File: src/rtl/noc_pkg.sv
// ============================================================================
// noc_pkg : shared register offsets, flit codes, STATUS bits and TX states
// Rev 1.0
// ============================================================================
`default_nettype none

package noc_pkg;

  localparam logic [4:0] OFF_STATUS  = 5'd0;
  localparam logic [4:0] OFF_TX_DEST = 5'd4;
  localparam logic [4:0] OFF_TX_DATA = 5'd8;
  localparam logic [4:0] OFF_RX_DATA = 5'd12;
  localparam logic [4:0] OFF_CTRL    = 5'd16;

  localparam logic [31:0] MMR_SPAN = 32'd20;

  localparam logic [1:0] FLIT_HEAD = 2'b01;
  localparam logic [1:0] FLIT_TAIL = 2'b10;

  localparam int ST_BUSY = 0;
  localparam int ST_DONE = 1;
  localparam int ST_RXV  = 2;
  localparam int ST_ERR  = 3;

  typedef enum logic [1:0] {
    TX_IDLE = 2'd0,
    TX_HEAD = 2'd1,
    TX_TAIL = 2'd2
  } tx_state_e;

endpackage

`default_nettype wire

File: src/rtl/noc_tx_fsm.sv
// ============================================================================
// noc_tx_fsm : two-flit packet sequencer; stall timeout under NOC_TX_TIMEOUT_EN
// Rev 1.0
// ============================================================================
`default_nettype none

module noc_tx_fsm
  import noc_pkg::*;
#(
  parameter int FLIT_W         = 34,
  parameter int TIMEOUT_CYCLES = 64
) (
  input  logic              clk,
  input  logic              reset,
  input  logic              start,
  input  logic [31:0]       tx_dest,
  input  logic [31:0]       tx_data,
  output logic              tx_valid,
  input  logic              tx_ready,
  output logic [FLIT_W-1:0] tx_flit,
  output logic              busy,
  output logic              done,
  output logic              err
);

  tx_state_e r_state, w_state_nxt;
  logic      r_done,  w_done_nxt;

`ifdef NOC_TX_TIMEOUT_EN
  localparam int CNT_W = $clog2(TIMEOUT_CYCLES) + 1;
  logic [CNT_W-1:0] r_cnt, w_cnt_nxt;
  logic             r_err, w_err_nxt;
  logic             w_timeout;
`endif

  always_ff @(posedge clk) begin
    if (reset) begin
      r_state <= TX_IDLE;
      r_done  <= 1'b0;
`ifdef NOC_TX_TIMEOUT_EN
      r_cnt   <= '0;
      r_err   <= 1'b0;
`endif
    end else begin
      r_state <= w_state_nxt;
      r_done  <= w_done_nxt;
`ifdef NOC_TX_TIMEOUT_EN
      r_cnt   <= w_cnt_nxt;
      r_err   <= w_err_nxt;
`endif
    end
  end

  always_comb begin
    w_state_nxt = r_state;
    w_done_nxt  = r_done;
    tx_valid    = 1'b0;
    tx_flit     = '0;
`ifdef NOC_TX_TIMEOUT_EN
    w_err_nxt   = r_err;
    w_cnt_nxt   = '0;
    w_timeout   = 1'b0;
`endif
    case (r_state)
      TX_IDLE: begin
        if (start) begin
          w_state_nxt = TX_HEAD;
          w_done_nxt  = 1'b0;
`ifdef NOC_TX_TIMEOUT_EN
          w_err_nxt   = 1'b0;
`endif
        end
      end
      TX_HEAD: begin
        tx_valid                 = 1'b1;
        tx_flit[FLIT_W-1 -: 2]   = FLIT_HEAD;
        tx_flit[31:0]            = tx_dest;
        if (tx_ready) w_state_nxt = TX_TAIL;
      end
      TX_TAIL: begin
        tx_valid                 = 1'b1;
        tx_flit[FLIT_W-1 -: 2]   = FLIT_TAIL;
        tx_flit[31:0]            = tx_data;
        if (tx_ready) begin
          w_state_nxt = TX_IDLE;
          w_done_nxt  = 1'b1;
        end
      end
      default: w_state_nxt = TX_IDLE;
    endcase
`ifdef NOC_TX_TIMEOUT_EN
    // The stall that would bring the count to TIMEOUT_CYCLES abandons the packet.
    if (tx_valid && !tx_ready) begin
      if (r_cnt == CNT_W'(TIMEOUT_CYCLES - 1)) begin
        w_timeout   = 1'b1;
        w_state_nxt = TX_IDLE;
        w_done_nxt  = 1'b0;
        w_err_nxt   = 1'b1;
      end else begin
        w_cnt_nxt = r_cnt + 1'b1;
      end
    end
`endif
  end

  assign busy = (r_state != TX_IDLE);
  assign done = r_done;
`ifdef NOC_TX_TIMEOUT_EN
  assign err  = r_err;
`else
  assign err  = 1'b0;
`endif

endmodule

`default_nettype wire

File: src/rtl/noc_mmr_bridge.sv
// ============================================================================
// noc_mmr_bridge : MEM-stage MMR window, TX packetiser and RX capture
// Rev 1.0 -- NOC_TX_TIMEOUT_EN enables the tx stall timeout
// ============================================================================
`default_nettype none

module noc_mmr_bridge
  import noc_pkg::*;
#(
  parameter logic [31:0] MMR_BASE       = 32'd4000,
  parameter int          FLIT_W         = 34,
  parameter int          TIMEOUT_CYCLES = 64
) (
  input  logic              clk,
  input  logic              reset,
  input  logic              mem_wr_en,
  input  logic              mem_rd_en,
  input  logic [31:0]       mem_addr,
  input  logic [31:0]       mem_wdata,
  output logic [31:0]       mem_rdata,
  output logic              mem_hit,
  output logic              noc_tx_valid,
  input  logic              noc_tx_ready,
  output logic [FLIT_W-1:0] noc_tx_flit,
  input  logic              noc_rx_valid,
  output logic              noc_rx_ready,
  input  logic [FLIT_W-1:0] noc_rx_flit
);

  logic [31:0] w_off;
  logic [4:0]  w_reg;
  logic        w_busy, w_done, w_err;
  logic        w_wr, w_rd, w_start, w_rx_take;
  logic [31:0] w_status;
  logic [31:0] r_tx_dest, r_tx_data, r_rx_data;
  logic        r_rx_valid;

  assign w_off   = mem_addr - MMR_BASE;
  assign w_reg   = w_off[4:0];
  assign mem_hit = (mem_addr >= MMR_BASE) && (w_off < MMR_SPAN) && (mem_addr[1:0] == 2'b00);

  // Configuration writes are locked out for the whole packet so the flits stay stable.
  assign w_wr      = mem_hit && mem_wr_en && !w_busy;
  assign w_rd      = mem_hit && mem_rd_en;
  assign w_start   = w_wr && (w_reg == OFF_CTRL) && mem_wdata[0];
  assign w_rx_take = noc_rx_valid && noc_rx_ready &&
                     (noc_rx_flit[FLIT_W-1 -: 2] == FLIT_TAIL);

  always_ff @(posedge clk) begin
    if (reset) begin
      r_tx_dest  <= '0;
      r_tx_data  <= '0;
      r_rx_data  <= '0;
      r_rx_valid <= 1'b0;
    end else begin
      if (w_wr && (w_reg == OFF_TX_DEST)) r_tx_dest <= mem_wdata;
      if (w_wr && (w_reg == OFF_TX_DATA)) r_tx_data <= mem_wdata;
      if (w_rd && (w_reg == OFF_RX_DATA)) r_rx_valid <= 1'b0;
      if (w_rx_take) begin
        r_rx_data  <= noc_rx_flit[31:0];
        r_rx_valid <= 1'b1;
      end
    end
  end

  assign noc_rx_ready = !r_rx_valid;

  always_comb begin
    w_status           = '0;
    w_status[ST_BUSY]  = w_busy;
    w_status[ST_DONE]  = w_done;
    w_status[ST_RXV]   = r_rx_valid;
    w_status[ST_ERR]   = w_err;
  end

  always_comb begin
    mem_rdata = '0;
    if (mem_hit) begin
      case (w_reg)
        OFF_STATUS:  mem_rdata = w_status;
        OFF_TX_DEST: mem_rdata = r_tx_dest;
        OFF_TX_DATA: mem_rdata = r_tx_data;
        OFF_RX_DATA: mem_rdata = r_rx_data;
        default:     mem_rdata = '0;
      endcase
    end
  end

  noc_tx_fsm #(
    .FLIT_W         (FLIT_W),
    .TIMEOUT_CYCLES (TIMEOUT_CYCLES)
  ) u_tx_fsm (
    .clk      (clk),
    .reset    (reset),
    .start    (w_start),
    .tx_dest  (r_tx_dest),
    .tx_data  (r_tx_data),
    .tx_valid (noc_tx_valid),
    .tx_ready (noc_tx_ready),
    .tx_flit  (noc_tx_flit),
    .busy     (w_busy),
    .done     (w_done),
    .err      (w_err)
  );

endmodule

`default_nettype wire
File: config.mk
export PLATFORM = sky130hd
export DESIGN_NAME = noc_mmr_bridge
export DESIGN_NICKNAME = d
export VERILOG_FILES = /design/src/rtl/noc_pkg.sv /design/src/rtl/noc_tx_fsm.sv /design/src/rtl/noc_mmr_bridge.sv
export SDC_FILE = /design/constraint.sdc
export NUM_CORES = 1
export LEC_CHECK = 0
export BUFFER_PORTS_ARGS = -buffer_cell sky130_fd_sc_hd__buf_2
export CAP_MARGIN = 10
export CORE_AREA = 3 3 111 113
export CTS_CLUSTER_DIAMETER = 80
export DETAILED_ROUTE_END_ITERATION = 7
export DIE_AREA = 0 0 114 116
export MAX_ROUTING_LAYER = met4
export PLACE_DENSITY = 0.9
export SETUP_SLACK_MARGIN = 0.02
export SLEW_MARGIN = 40
export SYNTH_ARGS = -nofsm -noshare
export SYNTH_HDL_FRONTEND = slang
export SYNTH_SLANG_ARGS = --single-unit
File: constraint.sdc
create_clock -name clk -period 4.35 [get_ports clk]
set_input_delay 0.87 -clock clk [delete_from_list [all_inputs] [get_ports clk]]
set_output_delay 0.87 -clock clk [all_outputs]
set_load 0.005 [all_outputs]
Word level (Yosys, flattened, before mapping) --
Index checks and enable logic that the tools add are counted.
Word-level totals: word-level logic and storage cells 55, register bits after elaboration 100, output and inout port bits 69
Operators by class: $add $sub $neg 1, reduce and logical (&&, ||, !) cells 23, eq/ne operators 10, muxes and demuxes 13, order comparisons 2
Operator list (count):
- $pmux W32 S4 | 1
- $pmux W34 S2 | 1
- $ge A32 B12 Y1 const B | 1
- $lt A32 B5 Y1 const B | 1
- $mux W32 | 1
- $sub A32 B12 Y32 const B | 1
- $logic_and A1 B1 Y1 | 12
- $eq A5 B4 Y1 const B | 2
- $mux W2 | 3
- $pmux W2 S3 | 1
- $reduce_and A3 Y1 | 2
- $reduce_bool A2 Y1 | 3
- $eq A5 B3 Y1 const B | 1
- $eq A5 B5 Y1 const B | 1
- $logic_not A5 Y1 | 1
- $mux W1 | 5
- $eq A2 B2 Y1 const B | 2
- $logic_not A2 Y1 | 2
- $ne A2 B2 Y1 const B | 2
- $eq A2 B1 Y1 const B | 1
- $logic_not A1 Y1 | 2
- $ne A2 B1 Y1 const B | 1
- $pmux W1 S2 | 1
- $reduce_or A2 Y1 | 1

Depth between registers and ports, before layout --
Gate-level depths: netlist of the first run.
depth after elaboration 10, gate-level depth with buffers 12, depth with buffers taken out 9

By module --
From an unflattened synthesis of the first run, not the netlist that was laid out.
Second synthesis, totals: cells, all modules 641, area total of the unflattened synthesis 5505.3 µm²
By module, submodules not included:
- noc_mmr_bridge | sequential area each 1941.9 µm², area each 4749.6 µm², cells an instance 537, instances 1
- noc_tx_fsm | sequential area each 60.1 µm², area each 755.7 µm², cells an instance 104, instances 1

Worst setup path after synthesis of the first run --
OpenSTA, ideal clock, no wires.
path type input port to output port, start input port mem_addr[20], end output port mem_rdata[0], data required time 3.480 ns, stages 8, arrival 3.008 ns, slack 0.472 ns, cell sequence or4_4 > or4_1 > o41a_1 > o211ai_2 > and4_1 > nand3_1 > clkbuf_1 > nor2_1
Between the ends: cells in the longest elaborated chain, start to end 5
RTL lines:
- from (decl) | RTL line noc_mmr_bridge.sv:18 | input logic [31:0] mem_addr,
- $sub A32 B12 Y32 | RTL line noc_mmr_bridge.sv:38 | assign w_off = mem_addr - MMR_BASE;
- $lt A32 B5 Y1 | RTL line noc_mmr_bridge.sv:40 | assign mem_hit = (mem_addr >= MMR_BASE) && (w_off < MMR_SPAN) && (mem_addr[1:0] == 2'b00);
- $logic_and A1 B1 Y1 * (2 in series) | RTL line noc_mmr_bridge.sv:40
- $mux W32 * | RTL line noc_mmr_bridge.sv:78 | if (mem_hit) begin
- to (decl) | RTL line noc_mmr_bridge.sv:20 | output logic [31:0] mem_rdata,
Every way passes the cells marked *; elsewhere a longest branch is shown, timed or not.

Final worst setup path of the first run --
start input port mem_addr[20], end output port mem_rdata[1]
The elaborated chain is that of the path after synthesis.

==> results of run 1 <==
==> sequential cells by signal, indices dropped and copies added, names as in the netlist <==
| signal | count |
|---|---|
| r_rx_data | 32 |
| r_tx_dest | 32 |
| u_tx_fsm.r_state | 2 |
| u_tx_fsm.done | 1 |
| r_tx_data | 32 |
| r_rx_valid | 1 |
==> path summary, 6_finish.rpt <==
check,slack (ns),to,cells past startpoint,from
setup / recovery,0.11,mem_rdata[1],10,mem_addr[20]
hold / removal,0.45,r_rx_data[9],2,r_rx_data[9]
setup reg to reg,2.29,r_tx_dest[16],7,u_tx_fsm.r_state[1]
hold reg to reg,0.45,r_rx_data[9],2,r_rx_data[9]
==> area by class of cell <==
| type | count | area (um2) | share of cell area (%) |
|---|---|---|---|
| Clock buffer | 10 | 229 | 3.18 |
| Clock inverter | 6 | 86.3 | 1.20 |
| Inverter | 11 | 41.3 | 0.573 |
| Multi-Input combinational cell | 563 | 3580 | 49.7 |
| Sequential cell | 100 | 2000 | 27.8 |
| Tap cell | 143 | 179 | 2.48 |
| Timing Repair Buffer | 196 | 1090 | 15.1 |
==> synth_stat cells, drive strengths merged (2+ instances only) <==
| cell | number |
|---|---|
| o311ai | 2 |
| clkbuf | 58 |
| a21oi | 98 |
| ha | 5 |
| dfxtp | 100 |
| inv | 11 |
| o31ai | 3 |
| or4 | 3 |
| nand2b | 2 |
| nor3 | 6 |
| nand4 | 8 |
| nor4b | 3 |
| and3 | 3 |
| a221oi | 2 |
| nand2 | 71 |
| buf | 16 |
| and4 | 10 |
| or3 | 2 |
| nor3b | 2 |
| and2 | 2 |
| o211ai | 2 |
| nand3 | 72 |
| o221a | 2 |
| nor2b | 37 |
| nor2 | 47 |
| a22oi | 61 |
| o21ai | 71 |
| mux2 | 30 |
| nor4 | 3 |
==> through the flow <==
stage	utilization [%]	power, mW	cells
after CTS	62.9	1.96	1028
after global routing	63.1	2.01	1029
after floorplan	-	1.03	748
final	63.1	1.95	1029
after global placement	60.1	1.12	1012
after detailed placement	60.1	1.12	1012
==> power breakdown <==
part / switching [mW] / leakage [nW] / internal (mW) / total [mW]
clock network: 0.344 / 0.153 / 0.505 / 0.849
registers: 0.00517 / 0.807 / 0.925 / 0.930
logic: 0.104 / 1.62 / 0.0689 / 0.173
total: 0.454 / 2.58 / 1.50 / 1.95
==> layer usage <==
metal / vias up / wire length [um]
li1: 2971 / -
met1: 2914 / 7820
met2: 306 / 8590
met3: 25 / 1450
met4: 0 / 306
met5: - / 0
==> cell families after synthesis <==
logic type	after synthesis	share of synthesized area, %
AND/OR/NAND/NOR	275	25.7
AO/OA/AOI/OAI	249	26.5
flip-flops	100	33.5
buffers and inverters	85	6.79
multiplexers	32	6.21
adder cells (fa/ha/maj)	5	1.05
XOR/XNOR	2	0.294
==> cells in the final DEF (no fill, tap or decap), drive strengths merged, types with 2 or more instances in the layout <==
master / synthesis / routed
and3: 3 / 3
clkinv: 0 / 2
ha: 5 / 5
or4: 3 / 3
nor3b: 2 / 2
and4: 10 / 10
nand2: 71 / 71
o211ai: 2 / 2
dfxtp: 100 / 100
nand2b: 2 / 2
nor4: 3 / 3
mux2: 30 / 30
o21ai: 71 / 71
a22oi: 61 / 61
nor4b: 3 / 3
clkbuf: 58 / 10
nor2: 47 / 47
o31ai: 3 / 3
a221oi: 2 / 2
bufinv: 0 / 2
nor3: 6 / 6
a21oi: 98 / 98
o311ai: 2 / 2
nand4: 8 / 8
and2: 2 / 2
inv: 11 / 12
buf: 16 / 196
or3: 2 / 2
nand3: 72 / 72
o221a: 2 / 2
nor2b: 37 / 37
==> critical path: stages <==
cell	delay, ns
buf_2	0.12
or4_4	0.56
or4_1	0.52
o41a_1	0.33
o211ai_2	0.10
and4_1	0.25
nand3_2	0.10
buf_4	0.23
nor2_1	0.16
buf_2	0.13
==> flow_metrics.py, run 1 <==
metrics = {
    "outcome": {
        "outcome": "finished, final reports clean",
    },
    "placed_design": {
        "post-dp-hpwl_mm": 12.1,
        "port_buffers": 172,
        "dp_slack_ns": 0.133,
        "gp_congestion": 0.899,
        "post_dp_cell_area_um2": 6870,
    },
    "timing": {
        "fin_hold_ws_ns": 0.453,
        "setup_viol": 0,
        "fmax_mhz": 236,
        "tns_ns": 0,
        "fin_crit_sh_pct": 97.5,
        "hold_violations": 0,
        "fin_skew_ns": 0.0131,
        "worst_slack_ns": 0.110,
        "rsz0062_at_grt": "true",
        "slew_headroom_pct": 53.8,
        "layout_min_cycle_time_ns": 4.24,
        "worst-slew-pin-transition_ns": 0.693,
        "slew_viol_final": 0,
    },
    "final_layout": {
        "final_cell_area_um2": 7210,
        "drive_gt1_share_pct": 35.2,
        "area_growth_pct": 20.8,
        "n_fill_cell": 1008,
        "layout.nets": 990,
        "n_antenna_cell": 0,
    },
    "logic_synthesis": {
        "synth_largest_area_cell": "dfxtp_1",
        "synth_flop_cell": "dfxtp_1",
        "ys_seq_area_share_pct": 33.5,
        "yosysWarnings": 0,
        "synth_cell_type_count": 53,
        "yosys.area.top_type_share_pct": 33.5,
        "syn_inst": 748,
        "synth_edf_count": 0,
        "ys_ff_latch": 100,
        "syn_nets": 857,
        "yosys-top-cells-area": "dfxtp_1 34%, a22oi_1 7.7%, o21ai_0 6.0%, a21oi_1 5.8%, mux2_2 5.7%",
        "synthesis.area_um2": 5970,
        "synthArstFlopShare_pct": 0,
        "syn_avg_cell_area_um2": 7.98,
    },
    "detailed_routing": {
        "drt_iter0_drc": 596,
        "num_vias": 6216,
        "firstDrtPassIters": 7,
        "drt_wl_total_mm": 18.2,
        "antenna_left": 0,
        "drc": 0,
        "vias_per_cell": 6.04,
        "routedWlPerCell_um": 17.7,
    },
    "clock_network": {
        "cts.clk_slew.worst_paths_ns": 0.07,
        "cts_hold_buf": 0,
        "worstSkewPairLatency_ns": 0.33,
        "cts_root_buf": "clkbuf_16",
        "ctsLongestPathBuffers": 2,
        "cts_num_sinks": 100,
        "numCtsBuffers": 9,
        "htreeDepth": 3,
        "cts_resized": 0,
        "post-cts-setup-buffers": 0,
        "cts_tree": "built",
    },
    "pwr": {
        "irDropWorstVdd_uv": 259,
        "p_leak_nw": 2.58,
        "p_per_area_nw_per_um2": 271,
    },
    "global_routing": {
        "busiest_layer": "met2",
        "grt_use_met3_pct": 3.66,
        "grt_pass1_vias": 5802,
        "use_met2_pct": 42.4,
        "grt_overflow": 0,
        "grt_use_met1_pct": 35.9,
        "grt_max_degree": 68,
        "grt_pass1_wl_mm": 28.4,
        "antenna_found_initial": 0,
        "grt_usage_pct": 27.0,
    },
    "worst_setup_path": {
        "crit_fanout": 15,
        "crit_path_start_kind": "input pin",
        "worst-endpoint-arrival_ns": 3.37,
        "crit_type": "in2out",
        "worst_setup_path_end_kind": "output pin",
        "critPathRequiredTime_ns": 3.48,
    },
    "floorplanning": {
        "row_count": 39,
        "start_util_pct": 52.3,
        "fp.dieArea_um2": 13200,
        "die_y_um": 116,
        "die_x_um": 114,
        "ios": 173,
        "core_um2": 11400,
    },
    "hold_path": {
        "hold_path_class": "reg2reg",
    },
    "flow_run": {
        "maxCapViolCount": 0,
    },
}
Note: power is estimated with default switching activity, not from simulation.
==> run 2: changes to the inputs <==
Settings changed: CORE_AREA 3 3 111 113 to 3 3 109 111, DIE_AREA 0 0 114 116 to 0 0 112 114, PLACE_DENSITY 0.9 to 0.92.
Clock period 4.35 ns to 5.25 ns, I/O delays scaled along.
==> run 2 against run 1 <==
Effect of this change:
- combinational power down 18%
- clock-buffer cell count rose by 1
- utilization increased by 1.2 points
- total power decreased by 29%
- non-clock buffer count fell by 6
- worst hold slack gained 0.0067 ns
- critical path depth unchanged
- highest routed layer unchanged
- sequential cell count is the same
- critical endpoint is now mem_rdata[19]
- global-route usage rose by 1.6 points
- die area is 3.4% lower
- sequential power decreased by 17%
- sequential share of layout area is 0.79 points higher
==> flow_metrics.py, run 2 (synthesis results as in run 1) <==
metrics = {
    "global_routing": {
        "use_met2_pct": 46.8,
        "busiest_layer": "met2",
        "grt_usage_pct": 28.6,
        "grt_pass1_vias": 5893,
        "grt_overflow": 0,
        "grt_pass1_wl_mm": 29.3,
        "grt_max_degree": 58,
        "grt_use_met3_pct": 4.03,
        "grt_use_met1_pct": 37.2,
        "antenna_found_initial": 0,
    },
    "final_layout": {
        "instances_no_fill": 1020,
        "drive_gt1_share_pct": 34.9,
        "n_antenna_cell": 0,
        "layout.nets": 984,
        "mostFrequentLayoutCells": "171 x buf_2, 100 x dfxtp_1, 71 x o21ai_0, 71 x nand2_1, 69 x a21oi_1",
        "final_common_cell": "buf_2",
        "n_fill_cell": 942,
        "final_cell_area_um2": 7010,
        "area_growth_pct": 17.5,
        "top_regs": "r_rx_data (32), r_tx_data (32), r_tx_dest (32)",
    },
    "worst_setup_path": {
        "crit_type": "in2out",
        "crit_fanout": 16,
        "critPathRequiredTime_ns": 4.20,
        "worst-endpoint-arrival_ns": 3.61,
        "worst_setup_path_end_kind": "output pin",
        "crit_path_start_kind": "input pin",
    },
    "detailed_routing": {
        "drc": 0,
        "num_vias": 6301,
        "antenna_left": 0,
        "firstDrtPassIters": 5,
        "routedWlPerCell_um": 18.0,
        "drt_iter0_drc": 652,
        "vias_per_cell": 6.18,
        "drt_wl_total_mm": 18.3,
    },
    "clock_network": {
        "post-cts-setup-buffers": 0,
        "numCtsBuffers": 9,
        "htreeDepth": 3,
        "cts_root_buf": "clkbuf_8",
        "ctsLongestPathBuffers": 2,
        "worstSkewPairLatency_ns": 0.36,
        "cts_tree": "built",
        "cts_hold_buf": 0,
        "cts_resized": 0,
        "cts_num_sinks": 100,
        "cts.clk_slew.worst_paths_ns": 0.10,
    },
    "floorplanning": {
        "start_util_pct": 54.8,
        "row_count": 38,
        "core_um2": 10900,
        "die_y_um": 114,
        "fp.dieArea_um2": 12800,
        "ios": 173,
        "die_x_um": 112,
    },
    "timing": {
        "fin_skew_ns": 0.0114,
        "worst_slack_ns": 0.594,
        "layout_min_cycle_time_ns": 4.66,
        "setup_viol": 0,
        "fmax_mhz": 215,
        "tns_ns": 0,
        "rsz0062_at_grt": "false",
        "slew_viol_final": 0,
        "fin_crit_sh_pct": 88.7,
        "slew_headroom_pct": 54.6,
        "worst-slew-pin-transition_ns": 0.682,
        "hold_violations": 0,
    },
    "placed_design": {
        "post-dp-hpwl_mm": 12.2,
        "dp_cells": 1003,
        "dp_slack_ns": 0.666,
        "port_buffers": 172,
        "post_dp_cell_area_um2": 6810,
        "gp_congestion": 0.924,
    },
    "pwr": {
        "power_switching_uw": 371,
        "sequentialPowerShare_pct": 55.6,
        "power.share.clock_pct": 34.2,
        "internal-power_mw": 1.01,
        "switching_share_pct": 26.8,
        "p_leak_nw": 2.48,
        "p_per_area_nw_per_um2": 198,
        "irDropWorstVdd_uv": 110,
        "comb_power_share_pct": 10.2,
    },
    "hold_path": {
        "hold_path_class": "reg2reg",
    },
    "flow_run": {
        "maxCapViolCount": 0,
    },
    "outcome": {
        "outcome": "finished, final reports clean",
    },
}
[run 2: path summary, 6_finish.rpt]
path	start	to	slack [ns]	cells past startpoint
worst max-delay path	mem_addr[20]	mem_rdata[19]	0.59	10
worst min-delay path	r_rx_data[19]	r_rx_data[19]	0.46	2
worst max register to register	u_tx_fsm.r_state[1]	r_tx_dest[17]	2.91	7
worst min register to register	r_rx_data[19]	r_rx_data[19]	0.46	2
[run 2: worst max-delay path, cell delays in order]
cell and delay [ns]:
buf_2 0.13, or4_4 0.57, or3_1 0.36, nor4_1 0.26
xnor2_1 0.33, and4_1 0.32, nand3_2 0.08, buf_4 0.22
nor2_1 0.15, buf_2 0.14
[run 2: layer usage]
metal  routed length (um)  share of wire (%)
met5                    0                  0
met4                  163               0.89
met3                 1560                8.5
met2                 9070                 49
met1                 7550                 41
[run 2: layout make-up]
type | count | area, um2 | share of cell area (%)
inverter | 11 | 41.3 | 0.589
clock inverter | 5 | 45.0 | 0.643
clock buffer | 11 | 141 | 2.02
tap | 140 | 175 | 2.50
multi-input combinational | 563 | 3590 | 51.3
timing repair buffer | 190 | 1010 | 14.4
sequential | 100 | 2000 | 28.6
[run 2: per-stage QoR]
| stage | util (%) | power [mW] | hold WS [ns] |
|---|---|---|---|
| global placement | 62.5 | 0.924 | 0.442 |
| CTS | 64.2 | 1.39 | 0.460 |
| global route | 64.4 | 1.43 | 0.474 |
| finish | 64.4 | 1.39 | 0.460 |
| detailed placement | 62.5 | 0.927 | 0.446 |
| floorplan | - | 0.854 | 0.433 |
[run 2: power groups by stage]
| stage | clock (mW) | sequential, mW | combinational, mW |
|---|---|---|---|
| global placement | 0 | 0.788 | 0.137 |
| CTS | 0.482 | 0.771 | 0.139 |
| detailed placement | 0 | 0.788 | 0.139 |
| global route | 0.507 | 0.772 | 0.154 |
| floorplan | 0 | 0.787 | 0.0672 |
| finish | 0.474 | 0.771 | 0.141 |
==> run 3: changes to the inputs <==
==> constraint.sdc (replaced) <==
create_clock -name clk -period 5.25 [get_ports clk]
set_input_delay 1.575 -clock clk [delete_from_list [all_inputs] [get_ports clk]]
set_output_delay 1.575 -clock clk [all_outputs]
set_load 0.005 [all_outputs]
==> run 3 against run 2 <==
Effect of this change:
- the flow now finishes with violations (setup timing)
- worst hold slack worse by 0.0022 ns
- global-route usage grew 0.45 points
- fmax decreased by 16%
- combinational power is 8% higher
- total power grew 5.3%
- die area did not move
- critical path depth unchanged
- critical endpoint is now mem_rdata[2]
- clock power up 13%
- critical path type unchanged
- sequential share of layout area fell by 0.97 points
- clock-buffer cell count is 2 lower
==> flow_metrics.py, run 3 (synthesis results as in run 1) <==
metrics = {
    "outcome": {
        "outcome": "complete, but fails checks",
        "violations": "setup timing",
    },
    "pwr": {
        "p_leak_nw": 2.60,
        "irDropWorstVdd_uv": 169,
        "p_per_area_nw_per_um2": 201,
        "power.total_mw": 1.46,
    },
    "floorplanning": {
        "row_count": 38,
        "fp.dieArea_um2": 12800,
        "die_y_um": 114,
        "die_x_um": 112,
        "core_um2": 10900,
        "ios": 173,
        "start_util_pct": 54.8,
    },
    "detailed_routing": {
        "drt_iter0_drc": 543,
        "vias_per_cell": 6.07,
        "firstDrtPassIters": 5,
        "antenna_left": 0,
        "num_vias": 6302,
        "drt_wl_total_mm": 18.6,
        "drc": 0,
        "routedWlPerCell_um": 17.9,
    },
    "clock_network": {
        "worstSkewPairLatency_ns": 0.39,
        "cts_tree": "built",
        "cts_root_buf": "clkbuf_8",
        "cts.clk_slew.worst_paths_ns": 0.10,
        "htreeDepth": 3,
        "cts_num_sinks": 100,
        "numCtsBuffers": 9,
        "ctsLongestPathBuffers": 2,
    },
    "timing": {
        "worst-slew-pin-transition_ns": 0.842,
        "rsz0062_at_grt": "true",
        "hold_violations": 0,
        "slew_headroom_pct": 43.9,
        "fmax_mhz": 181,
        "setup_viol": 33,
        "fin_skew_ns": 0.0176,
        "fin_crit_sh_pct": 105,
        "slew_viol_final": 0,
        "worst_slack_ns": -0.277,
        "layout_min_cycle_time_ns": 5.53,
    },
    "worst_setup_path": {
        "startpoint": "mem_addr[20]",
        "r2r_slack_ns": 2.87,
        "rr_worst_depth": 8,
        "crit_type": "in2out",
        "critPathRequiredTime_ns": 3.68,
        "worst-endpoint-arrival_ns": 3.95,
        "worst_setup_path_end_kind": "output pin",
        "r2r_start": "u_tx_fsm.r_state[1]",
        "crit_path_start_kind": "input pin",
        "crit_fanout": 15,
    },
    "final_layout": {
        "n_fill_cell": 923,
        "area_growth_pct": 21.6,
        "final_common_cell": "buf_2",
        "final_core_util_pct": 66.7,
        "instances_no_fill": 1038,
        "multiInputGateArea_um2": 3620,
        "regArea_um2": 2000,
        "drive_gt1_share_pct": 37.6,
        "mostFrequentLayoutCells": "169 x buf_2, 100 x dfxtp_1, 71 x o21ai_0, 71 x nand2_1, 69 x a21oi_1",
        "layout.nets": 1002,
        "n_antenna_cell": 0,
        "top_regs": "r_rx_data (32), r_tx_data (32), r_tx_dest (32)",
    },
    "global_routing": {
        "antenna_found_initial": 0,
        "grt_usage_pct": 29.0,
        "grt_pass1_wl_mm": 29.8,
        "grt_overflow": 0,
        "grt_max_degree": 71,
        "grt_pass1_vias": 6235,
    },
    "placed_design": {
        "dp_cells": 1019,
        "port_buffers": 172,
        "gp_congestion": 0.891,
        "post-dp-hpwl_mm": 12.2,
    },
    "hold_path": {
        "hp-start": "r_rx_data[22]",
        "hold_path_class": "reg2reg",
        "holdPathStages": 2,
    },
    "flow_run": {
        "maxCapViolCount": 0,
    },
}
run 3: metal layers:
| layer | up-vias | GRT usage [%] | wire length, um |
|---|---|---|---|
| met5 | - | - | 0 |
| met4 | 0 | 11.9 | 524 |
| met3 | 41 | 6.31 | 1510 |
| met2 | 310 | 46.7 | 8920 |
| met1 | 2962 | 35.6 | 7660 |
| li1 | 2989 | - | - |
run 3: cell type report:
type | count | share of cell area, %
clock buffer | 9 | 1.71
timing repair buffer | 208 | 16.6
tap | 140 | 2.41
clock inverter | 7 | 1.28
multi-input combinational | 563 | 49.9
inverter | 11 | 0.569
sequential | 100 | 27.6
run 3: power breakdown:
group	switching [mW]	internal (mW)	leakage [nW]
clock network	0.303	0.233	0.109
registers	0.00440	0.767	0.807
logic	0.0889	0.0636	1.68
run 3: final timing paths:
path / to
max: mem_rdata[2]
min: r_rx_data[22]
max reg2reg: u_tx_fsm.r_state[1]
min reg2reg: r_rx_data[22]
run 3: per-stage QoR:
stage	setup WS (ns)	TNS [ns]	hold WS, ns	area, um2
6_report	-0.277	-7.82	0.458	7260
5_1_grt	-0.365	-10.89	0.479	7260
4_1_cts	-0.283	-7.83	0.461	7170
3_5_place_dp	-0.311	-7.99	0.446	6950
3_3_place_gp	-0.202	-6.23	0.439	6950
2_1_floorplan	0.00681	0	0.433	6010
run 3: critical path, cell delays in order:
cell	delay, ns
buf_6	0.09
or4_4	0.53
or4_4	0.52
o41a_1	0.33
o211ai_2	0.08
and4_4	0.27
nand3_4	0.10
buf_12	0.19
nor2b_2	0.12
buf_2	0.13
run 3: what timing repair did:
action	in CTS	in global routing
hold buffers	0	0
hold endpoints to repair	0	0
pin swaps	0	1
setup buffers	0	3
endpoints found under the setup margin	32	33
resized for setup	1	16
